--- config.mk ---
export PLATFORM = sky130hd
export DESIGN_NAME = sb_slot_decode_ctrl
export DESIGN_NICKNAME = d
export VERILOG_FILES = /design/src/rtl/sb_slot_decode_ctrl_pkg.sv /design/src/rtl/sb_slot_decode_ctrl_onehot.sv /design/src/rtl/sb_slot_decode_ctrl.sv
export SDC_FILE = /design/constraint.sdc
export NUM_CORES = 1
export LEC_CHECK = 0
export ABC_CLOCK_PERIOD_IN_PS = 3910
export CAP_MARGIN = 20
export CORE_UTILIZATION = 41
export CTS_CLUSTER_SIZE = 30
export DETAILED_ROUTE_END_ITERATION = 6
export GPL_ROUTABILITY_DRIVEN = 1
export GPL_TIMING_DRIVEN = 0
export PLACE_DENSITY = 0.81
export SYNTH_ARGS = -nofsm -noshare
export SYNTH_HDL_FRONTEND = slang
export SYNTH_SLANG_ARGS = --single-unit
--- constraint.sdc ---
create_clock -name clk -period 3.91 [get_ports clk]
set_clock_uncertainty 0.2 [all_clocks]
set_input_delay 0.391 -clock clk [delete_from_list [all_inputs] [get_ports clk]]
set_output_delay 0.391 -clock clk [all_outputs]
set_load 0.02 [all_outputs]
--- src/rtl/sb_slot_decode_ctrl_pkg.sv ---
// Shared types for the store-buffer slot controller: slot index/mask widths,
// drain FSM states and a popcount helper for the valid bitmap.
package sb_pkg;

  localparam int SB_ENTRIES = 8;
  localparam int SB_IDX_W   = $clog2(SB_ENTRIES);

  typedef logic [SB_IDX_W-1:0]   sb_idx_t;
  typedef logic [SB_ENTRIES-1:0] sb_mask_t;

  typedef enum logic [1:0] {
    IDLE,
    REQ,
    WAIT_ACK
  } drain_state_e;

  // Result is 4 bits wide so a completely full buffer (8) is representable.
  function automatic logic [3:0] popcount8(input sb_mask_t mask);
    logic [3:0] total;
    total = 4'd0;
    for (int i = 0; i < SB_ENTRIES; i++) begin
      total = total + {3'd0, mask[i]};
    end
    return total;
  endfunction

endpackage

--- src/rtl/sb_slot_decode_ctrl_onehot.sv ---
// Combinational 3-to-8 decoder with enable; the output is all zeros when not
// enabled, so at most one bit is ever set.
module binary_to_onehot_8bit
  import sb_pkg::*;
(
  input  logic [2:0] idx,
  input  logic       en,
  output logic [7:0] onehot
);

  assign onehot = en ? (sb_mask_t'(1) << idx) : sb_mask_t'(0);

endmodule

--- src/rtl/sb_slot_decode_ctrl.sv ---
// Store-buffer slot controller: owns the per-slot valid bitmap, decodes
// allocation/clear indices to one-hot pulses and drains one slot at a time.
module sb_slot_decode_ctrl
  import sb_pkg::*;
(
  input  logic       clk,
  input  logic       rst,
  input  logic       wr_valid,
  input  logic [2:0] wr_idx,
  output logic       wr_ready,
  output logic [7:0] wr_en_onehot,
  input  logic       drain_en,
  input  logic [2:0] drain_idx,
  output logic       mem_req,
  output logic [2:0] mem_idx,
  input  logic       mem_gnt,
  input  logic       mem_ack,
  output logic [7:0] clr_onehot,
  output logic [7:0] valid_mask,
  output logic [3:0] count,
  output logic       full,
  output logic       empty,
  output logic       err_dup,
  output logic       err_drain
);

  drain_state_e state_q, state_d;

  sb_idx_t    memIdx_q, memIdx_d;
  sb_mask_t   validMask_q, validMask_d;
  logic [3:0] count_q, count_d;
  logic       full_q, full_d;
  logic       empty_q, empty_d;
  sb_mask_t   wrEn_q, clr_q;
  logic       errDup_q, errDrain_q;

  logic     allocAccept;
  logic     allocEn;
  logic     dupHit;
  logic     captureEn;
  logic     drainHitsInvalid;
  logic     ackClear;
  logic     memReq;
  sb_mask_t allocOnehot;
  sb_mask_t clrOnehot;

  // A slot being drained is still valid, so re-allocating it is a dup error.
  assign allocAccept = wr_valid && !full_q;
  assign dupHit      = allocAccept && validMask_q[wr_idx];
  assign allocEn     = allocAccept && !validMask_q[wr_idx];

  binary_to_onehot_8bit uAllocDec (
    .idx    (wr_idx),
    .en     (allocEn),
    .onehot (allocOnehot)
  );

  binary_to_onehot_8bit uClrDec (
    .idx    (memIdx_q),
    .en     (ackClear),
    .onehot (clrOnehot)
  );

  always_ff @(posedge clk) begin
    if (rst) begin
      state_q <= IDLE;
    end else begin
      state_q <= state_d;
    end
  end

  always_comb begin
    state_d = state_q;
    unique case (state_q)
      IDLE:     if (drain_en && !empty_q && validMask_q[drain_idx]) state_d = REQ;
      REQ:      if (mem_gnt) state_d = WAIT_ACK;
      WAIT_ACK: if (mem_ack) state_d = IDLE;
      default:  state_d = IDLE;
    endcase
  end

  always_comb begin
    memReq    = 1'b0;
    captureEn = 1'b0;
    ackClear  = 1'b0;
    unique case (state_q)
      IDLE:     captureEn = drain_en && !empty_q;
      REQ:      memReq    = 1'b1;
      WAIT_ACK: ackClear  = mem_ack;
      default:  begin end
    endcase
  end

  assign drainHitsInvalid = captureEn && !validMask_q[drain_idx];

  // Set and clear can never target the same slot, so their order is irrelevant.
  always_comb begin
    validMask_d = (validMask_q | allocOnehot) & ~clrOnehot;
    count_d     = popcount8(validMask_d);
    full_d      = (count_d == 4'd8);
    empty_d     = (count_d == 4'd0);
    memIdx_d    = captureEn ? drain_idx : memIdx_q;
  end

  always_ff @(posedge clk) begin
    if (rst) begin
      memIdx_q    <= '0;
      validMask_q <= '0;
      count_q     <= 4'd0;
      full_q      <= 1'b0;
      empty_q     <= 1'b1;
      wrEn_q      <= '0;
      clr_q       <= '0;
      errDup_q    <= 1'b0;
      errDrain_q  <= 1'b0;
    end else begin
      memIdx_q    <= memIdx_d;
      validMask_q <= validMask_d;
      count_q     <= count_d;
      full_q      <= full_d;
      empty_q     <= empty_d;
      wrEn_q      <= allocOnehot;
      clr_q       <= clrOnehot;
      errDup_q    <= errDup_q || dupHit;
      errDrain_q  <= errDrain_q || drainHitsInvalid;
    end
  end

  assign wr_ready     = !full_q;
  assign wr_en_onehot = wrEn_q;
  assign mem_req      = memReq;
  assign mem_idx      = memIdx_q;
  assign clr_onehot   = clr_q;
  assign valid_mask   = validMask_q;
  assign count        = count_q;
  assign full         = full_q;
  assign empty        = empty_q;
  assign err_dup      = errDup_q;
  assign err_drain    = errDrain_q;

endmodule

======== After elaboration in Yosys (flattened, before gate mapping) ========
Cells that the tools add are included.
Widths: inputs -> output; s select.
word-level totals
  memories kept ........................... 0
  flip-flop bits (word level) ............. 37
  bits in latches ......................... 0
  bits in writable memories ............... 0
  output and inout bits ................... 37
  bits of input ports ..................... 12
  word-level logic and storage cells ...... 58
  memory bits (read-only) ................. 0
operators by class
  $lt $le $gt $ge ......................... 2
  shifts and indexed selects .............. 2
  add/subtract/negate cells ............... 7
  multiplexer cells ....................... 13
  $mul .................................... 0
  bitwise logic cells ..................... 3
  div/mod/pow operators ................... 0
  reduce and logical (&&, ||, !) cells .... 15
  equality and inequality tests ........... 6
operator list
  kind                 count
  $add 4x1->4          4
  $mux 8               2
  $shl 1x3->8 const A  2
  $and 8x8->8          1
  $lt 3x4->1 const B   2
  $not 8->8            1
  $or 8x8->8           1
  $bmux 1 s3           2
  $logic_and 1x1->1    6
  $mux 2               3
  $ne 2x2->1 const B   3
  $pmux 2 s3           1
  $mux 1               5
  $add 3x1->4          1
  $eq 4x4->1 const B   1
  $logic_not 1->1      4
  $logic_not 4->1      1
  $add 2x1->3          1
  $reduce_and 3->1     1
  $add 1x1->2          1
  $eq 2x1->1 const B   1
  $eq 2x2->1 const B   1
  $logic_not 2->1      1
  $logic_or 1x1->1     2

======== Depth between registers and ports, before layout ========
Gate-level depths: netlist (run 1).
  depth in word-level cells ............... 15
  mapped depth ............................ 15
  mapped depth without buffers ............ 14

======== Modules after synthesis ========
A second synthesis (run 1) with hierarchy kept.
second synthesis, totals
  cells, all modules ...................... 153
  area, all modules ....................... 1631.6 µm²
by module, submodules not included
  module                 seq. area each (µm²)  area an instance (µm²)  times used  cells each
  sb_slot_decode_ctrl    740.7                 1441.4                  1           137
  binary_to_onehot_8bit  0.0                   95.1                    2           8

======== Worst setup path after synthesis (run 1) ========
Ideal clock, no wire load.
  path type ............................... input-to-reg
  from .................................... input port wr_idx[0]
  to ...................................... register empty_q, in the netlist empty
  setup time .............................. 0.076 ns
  arrival time ............................ 3.570 ns
  path buffers ............................ 1
  setup slack ............................. 0.065 ns
  data required time ...................... 3.634 ns
  stages on the path ...................... 15
  cells stage by stage .................... clkbuf_1 > nor3b_1 > a21oi_1 > a21oi_1 > fa_1 > inv_1 > fa_1 > fa_1 > inv_1 > ha_1 > inv_1 > fa_1 > xor2_1 > nand3b_1 > a21boi_0
between the ends
  longest elaborated chain between the ends .. 15
  elaborated cells between the ends (all ways) .. 16
  those cells by class .................... add/sub: 7; shift: 1; mux: 3; bitwise: 2; reduce/logical: 3
RTL lines
  item                          RTL line                          text
  start: declaration            sb_slot_decode_ctrl.sv:9          input logic [2:0] wr_idx,
  $bmux 1 s3                    sb_slot_decode_ctrl.sv:50         assign allocEn = allocAccept && !validMask_q[wr_idx];
  $mux 1 (implied by the code)  sb_slot_decode_ctrl.sv:50
  $logic_not 1->1               sb_slot_decode_ctrl.sv:50
  $logic_and 1x1->1             sb_slot_decode_ctrl.sv:50
  $mux 8 (*)                    sb_slot_decode_ctrl_onehot.sv:11  assign onehot = en ? (sb_mask_t'(1) << idx) : sb_mask_t'(0);
  $or 8x8->8 (*)                sb_slot_decode_ctrl.sv:98         validMask_d = (validMask_q | allocOnehot) & ~clrOnehot;
  $and 8x8->8 (*)               sb_slot_decode_ctrl.sv:98
  named net validMask_d[0]      sb_slot_decode_ctrl.sv:30         sb_mask_t validMask_q, validMask_d;
  $add 1x1->2 (*)               sb_slot_decode_ctrl_pkg.sv:22     total = total + {3'd0, mask[i]};
  $add 2x1->3 (*)               sb_slot_decode_ctrl_pkg.sv:22
  $add 3x1->4 (*)               sb_slot_decode_ctrl_pkg.sv:22
  $add 4x1->4 (*) (4 in a row)  sb_slot_decode_ctrl_pkg.sv:22
  $logic_not 4->1 (*)           sb_slot_decode_ctrl.sv:101        empty_d = (count_d == 4'd0);
  end signal: assignment        sb_slot_decode_ctrl.sv:121        empty_q <= empty_d;
  end: declaration              sb_slot_decode_ctrl.sv:33         logic empty_q, empty_d;
The timed path passes the listed nets; every way through them passes the cells marked *. The select of a mux whose other input is x is not followed.
A chain may end at the register's enable or synchronous reset.

======== Worst setup path in the final report (run 1) ========
  from .................................... input port wr_idx[1]
  to ...................................... register empty_q, in the netlist empty
between the ends
  elaborated cells between the ends (all ways) .. 16
  those cells by class .................... add/sub: 7; shift: 1; mux: 3; bitwise: 2; reduce/logical: 3
RTL lines
  item                          RTL line
  $bmux 1 s3                    sb_slot_decode_ctrl.sv:50
  $mux 1 (implied by the code)  sb_slot_decode_ctrl.sv:50
  $logic_not 1->1               sb_slot_decode_ctrl.sv:50
  $logic_and 1x1->1             sb_slot_decode_ctrl.sv:50
  $mux 8 (*)                    sb_slot_decode_ctrl_onehot.sv:11
  $or 8x8->8 (*)                sb_slot_decode_ctrl.sv:98
  $and 8x8->8 (*)               sb_slot_decode_ctrl.sv:98
  named net validMask_d[3]      sb_slot_decode_ctrl.sv:30
  $add 3x1->4 (*)               sb_slot_decode_ctrl_pkg.sv:22
  $add 4x1->4 (*) (4 in a row)  sb_slot_decode_ctrl_pkg.sv:22
  $logic_not 4->1 (*)           sb_slot_decode_ctrl.sv:101
Marks and branches as above.

==> impl_metrics.yaml, run 1 <==
setup_path:
  crit_required_ns: 3.94
  start_kind: "primary input"
  critPathLaunch: "wr_idx[1]"
  end_kind: "register"
  rr_startpoint: "state_q[0]$_SDFFE_PP0P_"
  crit_type: "in -> reg"
  cp_max_fo: 10
  crit_arrival_ns: 3.81
floorplanning:
  initial_core_util: 0.428
  die_h_microns: 64.1
  row_count: 22
  core_sq_um: 3690
  fp.dieW_microns: 64.1
  io_pins: 49
  dieArea_sq_um: 4100
routing:
  drt_wl_total_mm: 3.78
  drcViolationCount: 0
  wl_per_cell_microns: 14.1
  vias_per_cell: 5.08
  first_pass_iters: 4
  drtIter0Drc: 30
  ant_nets: 0
  vias: 1362
grt:
  grt_max_degree: 13
  grt_pass1_vias: 1290
  grt_remaining_overflow: 0
  grt_usage: 0.200
  grt_antenna_before_repair: 0
  grt_pass1_wl_mm: 6.12
place:
  postPlaceCellArea_sq_um: 2100
  gp_congestion: 0.861
  dp_hpwl_mm: 2.65
  dp_cells: 254
  port_buffers: 46
  preCtsSetupSlack_ns: -0.684
min_path:
  hp-start: "err_drain$_SDFF_PP0_"
  hold_path.class: "reg -> reg"
power:
  power.density_nw_per_um2: 394
  p_leak_nw: 0.911
  peakVddDrop_mv: 0.286
cells_and_area:
  syn2layout_area_growth_pct: 48.9
  drive_gt1_frac: 0.200
  nNetsFinal: 238
  fin_cells: 268
  fill_cells: 312
  fin_area_sq_um: 2350
  post-route-util: 0.637
  antenna_cells: 0
synthesis:
  ys_seq_area_frac: 0.469
  netlist_instances: 160
  syn_avg_cell_area_sq_um: 9.87
  synth_top_area_cell: "dfxtp_1"
  synth_warnings: 0
  synth_edf_count: 0
  syn-cell-area_sq_um: 1580
  synth_seq_cells: 37
  synth_cell_types: 38
  synth_area_leaders: "dfxtp_1, fa_1, nor2_1"
  synthTopCellsByCount: "dfxtp_1, nor2_1, nor3_1"
  synth_async_sr_flop_share: 0
  synthFlopType: "dfxtp_1"
  yosysMostFrequentCell: "dfxtp_1"
  synthesis.nets: 179
  yosys.area.top_type_share: 0.469
status:
  status: "complete, no violations"
sta:
  fin_ws_ns: 0.133
  fin_worst_hold_slack_ns: 0.275
  period_share: 0.966
  drv_slew: 0
  fmax_ghz: 0.265
  setup_viol: 0
  tightest_slew_ns: 0.628
  hold_violations: 0
  max_slew_margin: 0.580
  period_minus_slack_ns: 3.78
clock_network:
  cts_root_buf: "clkbuf_8"
  cts_buffer_depth: 2
  worstSkewPairLatency_ns: 0.30
  cts_sinks: 37
  cts_tree: "done"
  cts_buffers: 5
  cts.clk_slew.worst_paths_ns: 0.07
  htreeDepth: 2
run:
  maxCapViolCount: 0
-- final timing paths --
kind,end,slack (ns),cells past startpoint
max reg2reg,empty$_SDFF_PP1_,0.15,14
max,empty$_SDFF_PP1_,0.13,16
min,err_drain$_SDFF_PP0_,0.28,1
min reg2reg,err_drain$_SDFF_PP0_,0.28,1
-- where the power goes --
group	total [mW]	internal [mW]	switching (mW)
registers	0.407	0.394	0.0131
logic	0.170	0.0814	0.0889
clock network	0.350	0.207	0.142
-- logic make-up (layout without fill, tap and decap cells) --
kind of cell    Yosys count  in the layout  synth area share
flops                    37             37             0.469
simple gates             64             64             0.221
fa+ha+maj                 7              7            0.0745
buf+inv                  16             76            0.0380
mux                      11             11            0.0887
xor+xnor                  1              1           0.00555
compound gates           24             24             0.103
-- worst max-delay path, stage by stage --
cell and delay [ns]:
dlygate4sd2_1 0.26, clkbuf_8 0.17, nor2b_2 0.17, a21oi_4 0.18, a31oi_4 0.05, fa_1 0.55, inv_1 0.05, fa_1 0.50
fa_1 0.41, inv_1 0.07, ha_2 0.17, inv_1 0.06, fa_2 0.33, xor2_1 0.18, nand3b_1 0.14, a21boi_1 0.13
-- layer usage --
layer  share of wire  up-vias  routed length [microns]  global-route usage
li1                -      678                        -                   -
met1            0.45      635                     1710               0.249
met2            0.48       43                     1810               0.315
met3           0.054        6                      205              0.0643
met4           0.015        0                       57              0.0852
met5               0        -                        0                   0
-- cell usage in the layout, fill, tap and decap left out, types with 2 or more instances in the layout --
master	netlist	layout
ha_1	3	2
dlygate4sd2_1	0	3
nor3_1	12	12
nor2_1	19	17
or2_2	3	3
nand2b_1	6	6
mux4_2	2	2
nor2b_1	6	5
buf_4	0	7
a21oi_1	10	6
clkdlybuf4s50_1	0	42
dfxtp_2	0	3
clkbuf_8	0	7
a21oi_2	0	3
nand3b_1	2	2
a32o_1	2	2
mux2i_1	5	5
dfxtp_1	37	34
nor4_1	2	2
nor3b_1	3	2
inv_1	9	9
nand2_1	4	4
mux2_2	3	3
clkbuf_1	6	2
fa_1	4	3
a211oi_1	3	3
-- through the flow --
step / setup TNS (ns) / power [mW]
finish: 0 / 0.927
global route: -0.0252 / 0.971
CTS: 0 / 0.926
detailed placement: -2.50 / 0.573
global placement: -2.36 / 0.571
floorplan: 0 / 0.509
-- registers in the layout, indices dropped and copies added, names as in the netlist --
register      count
valid_mask        8
wr_en_onehot      8
empty             1
mem_idx           3
err_drain         1
clr_onehot        8
err_dup           1
count             4
state_q           2
full              1
-- what timing repair did --
| action | in CTS | in global routing |
|---|---|---|
| gates resized for setup | 18 | 13 |
| setup endpoints to repair | 4 | 3 |
| setup buffers | 3 | 4 |
| hold buffers | 0 | 0 |
| pin swaps | 4 | 7 |
-- final cells by class --
type | instances | area (sq um) | area share
sequential | 37 | 744 | 0.317
buffer | 6 | 35.0 | 0.0149
tap | 48 | 60.1 | 0.0255
clock inverter | 2 | 37.5 | 0.0160
clock buffer | 6 | 82.6 | 0.0351
inverter | 9 | 33.8 | 0.0144
timing repair buffer | 53 | 512 | 0.218
multi-input combinational | 107 | 846 | 0.360
Note: power is estimated with default switching activity, not from simulation.
==> run 2: changes to the inputs <==
--- a/config.mk
+++ b/config.mk
@@ -7,10 +7,11 @@
 export LEC_CHECK = 0
 export ABC_CLOCK_PERIOD_IN_PS = 3910
 export CAP_MARGIN = 20
+export CORE_ASPECT_RATIO = 1.25
 export CORE_UTILIZATION = 41
 export CTS_CLUSTER_SIZE = 30
 export DETAILED_ROUTE_END_ITERATION = 6
-export GPL_ROUTABILITY_DRIVEN = 1
+export GPL_ROUTABILITY_DRIVEN = 0
 export GPL_TIMING_DRIVEN = 0
 export PLACE_DENSITY = 0.81
 export SYNTH_ARGS = -nofsm -noshare
==> run 2 against run 1 <==
The flow now finishes with violations (design-rule violations). Combinational power down 2%. Critical path depth down 3. Wire length down 1.5%. Critical path type is now reg -> reg. Critical endpoint unchanged.
==> impl_metrics.yaml, run 2 (same netlist as run 1, synthesis figures left out) <==
status:
  status: "finished, violations left"
  violations: "design-rule violations"
cells_and_area:
  layout_common_cells: "clkdlybuf4s50_1, dfxtp_1, nor2_1"
  drive_gt1_frac: 0.194
  final_common_cell: "clkdlybuf4s50_1"
  fin_area_sq_um: 2270
  nNetsFinal: 235
  syn2layout_area_growth_pct: 43.8
  post-route-util: 0.636
  antenna_cells: 0
  fill_cells: 305
clock_network:
  cts.clk_slew.worst_paths_ns: 0.07
  cts_buffers: 5
  worstSkewPairLatency_ns: 0.28
  cts_buffer_depth: 2
  cts_tree: "done"
  cts_root_buf: "clkbuf_8"
  cts_sinks: 37
  htreeDepth: 2
  postCtsHoldBufs: 0
place:
  postPlaceCellArea_sq_um: 2090
  dp_hpwl_mm: 2.64
  port_buffers: 46
  preCtsSetupSlack_ns: -0.674
power:
  total_power_uw: 827
  p_leak_nw: 0.877
  power.density_nw_per_um2: 364
  peakVddDrop_mv: 0.208
setup_path:
  cp_max_fo: 5
  crit_required_ns: 3.93
  end_kind: "register"
  reg2reg_slack_ns: 0.1
  rr_startpoint: "state_q[0]$_SDFFE_PP0P_"
  crit_arrival_ns: 3.83
  start_kind: "register"
  crit_type: "reg -> reg"
  worstRegToRegCells: 13
  reg2reg_to: "empty$_SDFF_PP1_"
sta:
  tightest_slew_ns: 0.630
  drv_slew: 0
  hold_violations: 0
  fin_ws_ns: 0.0977
  period_share: 0.975
  rsz0062_at_grt: "yes"
  setup_viol: 0
  max_slew_margin: 0.579
  period_minus_slack_ns: 3.81
  fin_worst_hold_slack_ns: 0.266
  fmax_ghz: 0.262
grt:
  grt_max_degree: 14
  grt_antenna_before_repair: 0
  grt_pass1_vias: 1321
  grt_remaining_overflow: 0
  grt_usage: 0.199
  grt_pass1_wl_mm: 6.08
floorplanning:
  die_h_microns: 71.4
  initial_core_util: 0.442
  dieArea_sq_um: 4100
  row_count: 24
  io_pins: 49
  core_sq_um: 3570
  fp.dieW_microns: 57.5
min_path:
  hold-path-cell-count: 2
  hold_path.class: "in -> reg"
  hold_path_end: "wr_en_onehot[1]$_SDFF_PP0_"
  hp-start: "wr_idx[2]"
routing:
  vias_per_cell: 5.40
  drtIter0Drc: 42
  vias: 1383
  drt_wl_total_mm: 3.72
  drcViolationCount: 7
  first_pass_iters: 6
  ant_nets: 0
  wl_per_cell_microns: 14.5
run:
  maxCapViolCount: 0
## run 2: power by group
group          switching, mW  internal, mW  total, mW
combinational         0.0859        0.0801      0.166
sequential            0.0153         0.394      0.409
clock                  0.125         0.127      0.252
## run 2: what timing repair did
action,in CTS,in global routing
setup endpoints to repair,4,3
gates cloned,0,0
pin swaps,9,10
resized for setup,19,16
buffers inserted,5,1
## run 2: area by class of cell
type / instances / area [sq um] / share of cell area
Clock buffer: 8 / 80.1 / 0.0353
Sequential cell: 37 / 748 / 0.329
Timing Repair Buffer: 52 / 500 / 0.220
Buffer: 4 / 17.5 / 0.00771
Multi-Input combinational cell: 107 / 842 / 0.371
Inverter: 9 / 33.8 / 0.0149
Tap cell: 39 / 48.8 / 0.0215
## run 2: worst max-delay path by stage
stage / slack (ns) / from / cells after the start / endpoint
3_3_place_gp: -0.64 / wr_idx[1] / 16 / empty$_SDFF_PP1_
6_report: 0.1 / state_q[0]$_SDFFE_PP0P_ / 13 / empty$_SDFF_PP1_
5_1_grt: -0.10 / state_q[0]$_SDFFE_PP0P_ / 14 / empty$_SDFF_PP1_
3_5_place_dp: -0.67 / wr_idx[1] / 16 / empty$_SDFF_PP1_
4_1_cts: 0.0009 / wr_valid / 15 / empty$_SDFF_PP1_
2_1_floorplan: 0.06 / wr_idx[0] / 15 / empty$_SDFF_PP1_
## run 2: per-stage QoR
stage / std cells / setup TNS, ns
2_1_floorplan: 160 / 0
3_3_place_gp: 245 / -2.28
3_5_place_dp: 245 / -2.42
4_1_cts: 256 / 0
5_1_grt: 256 / -0.137
6_report: 256 / 0
## run 2: metal layers
layer	wire [microns]	GRT usage
met1	1490	0.227
met2	1930	0.348
met3	233	0.0505
met4	71	0.0894
met5	0	0
## run 2: critical path: stages, from the launching register on
cell and delay, ns:
dfxtp_2 0.34, nand3b_1 0.22, nor2_4 0.18, a31oi_2 0.12
fa_1 0.55, inv_1 0.05, fa_1 0.49, fa_1 0.49
inv_1 0.08, ha_2 0.17, inv_1 0.05, fa_2 0.54
nand3b_1 0.11, a21boi_1 0.15
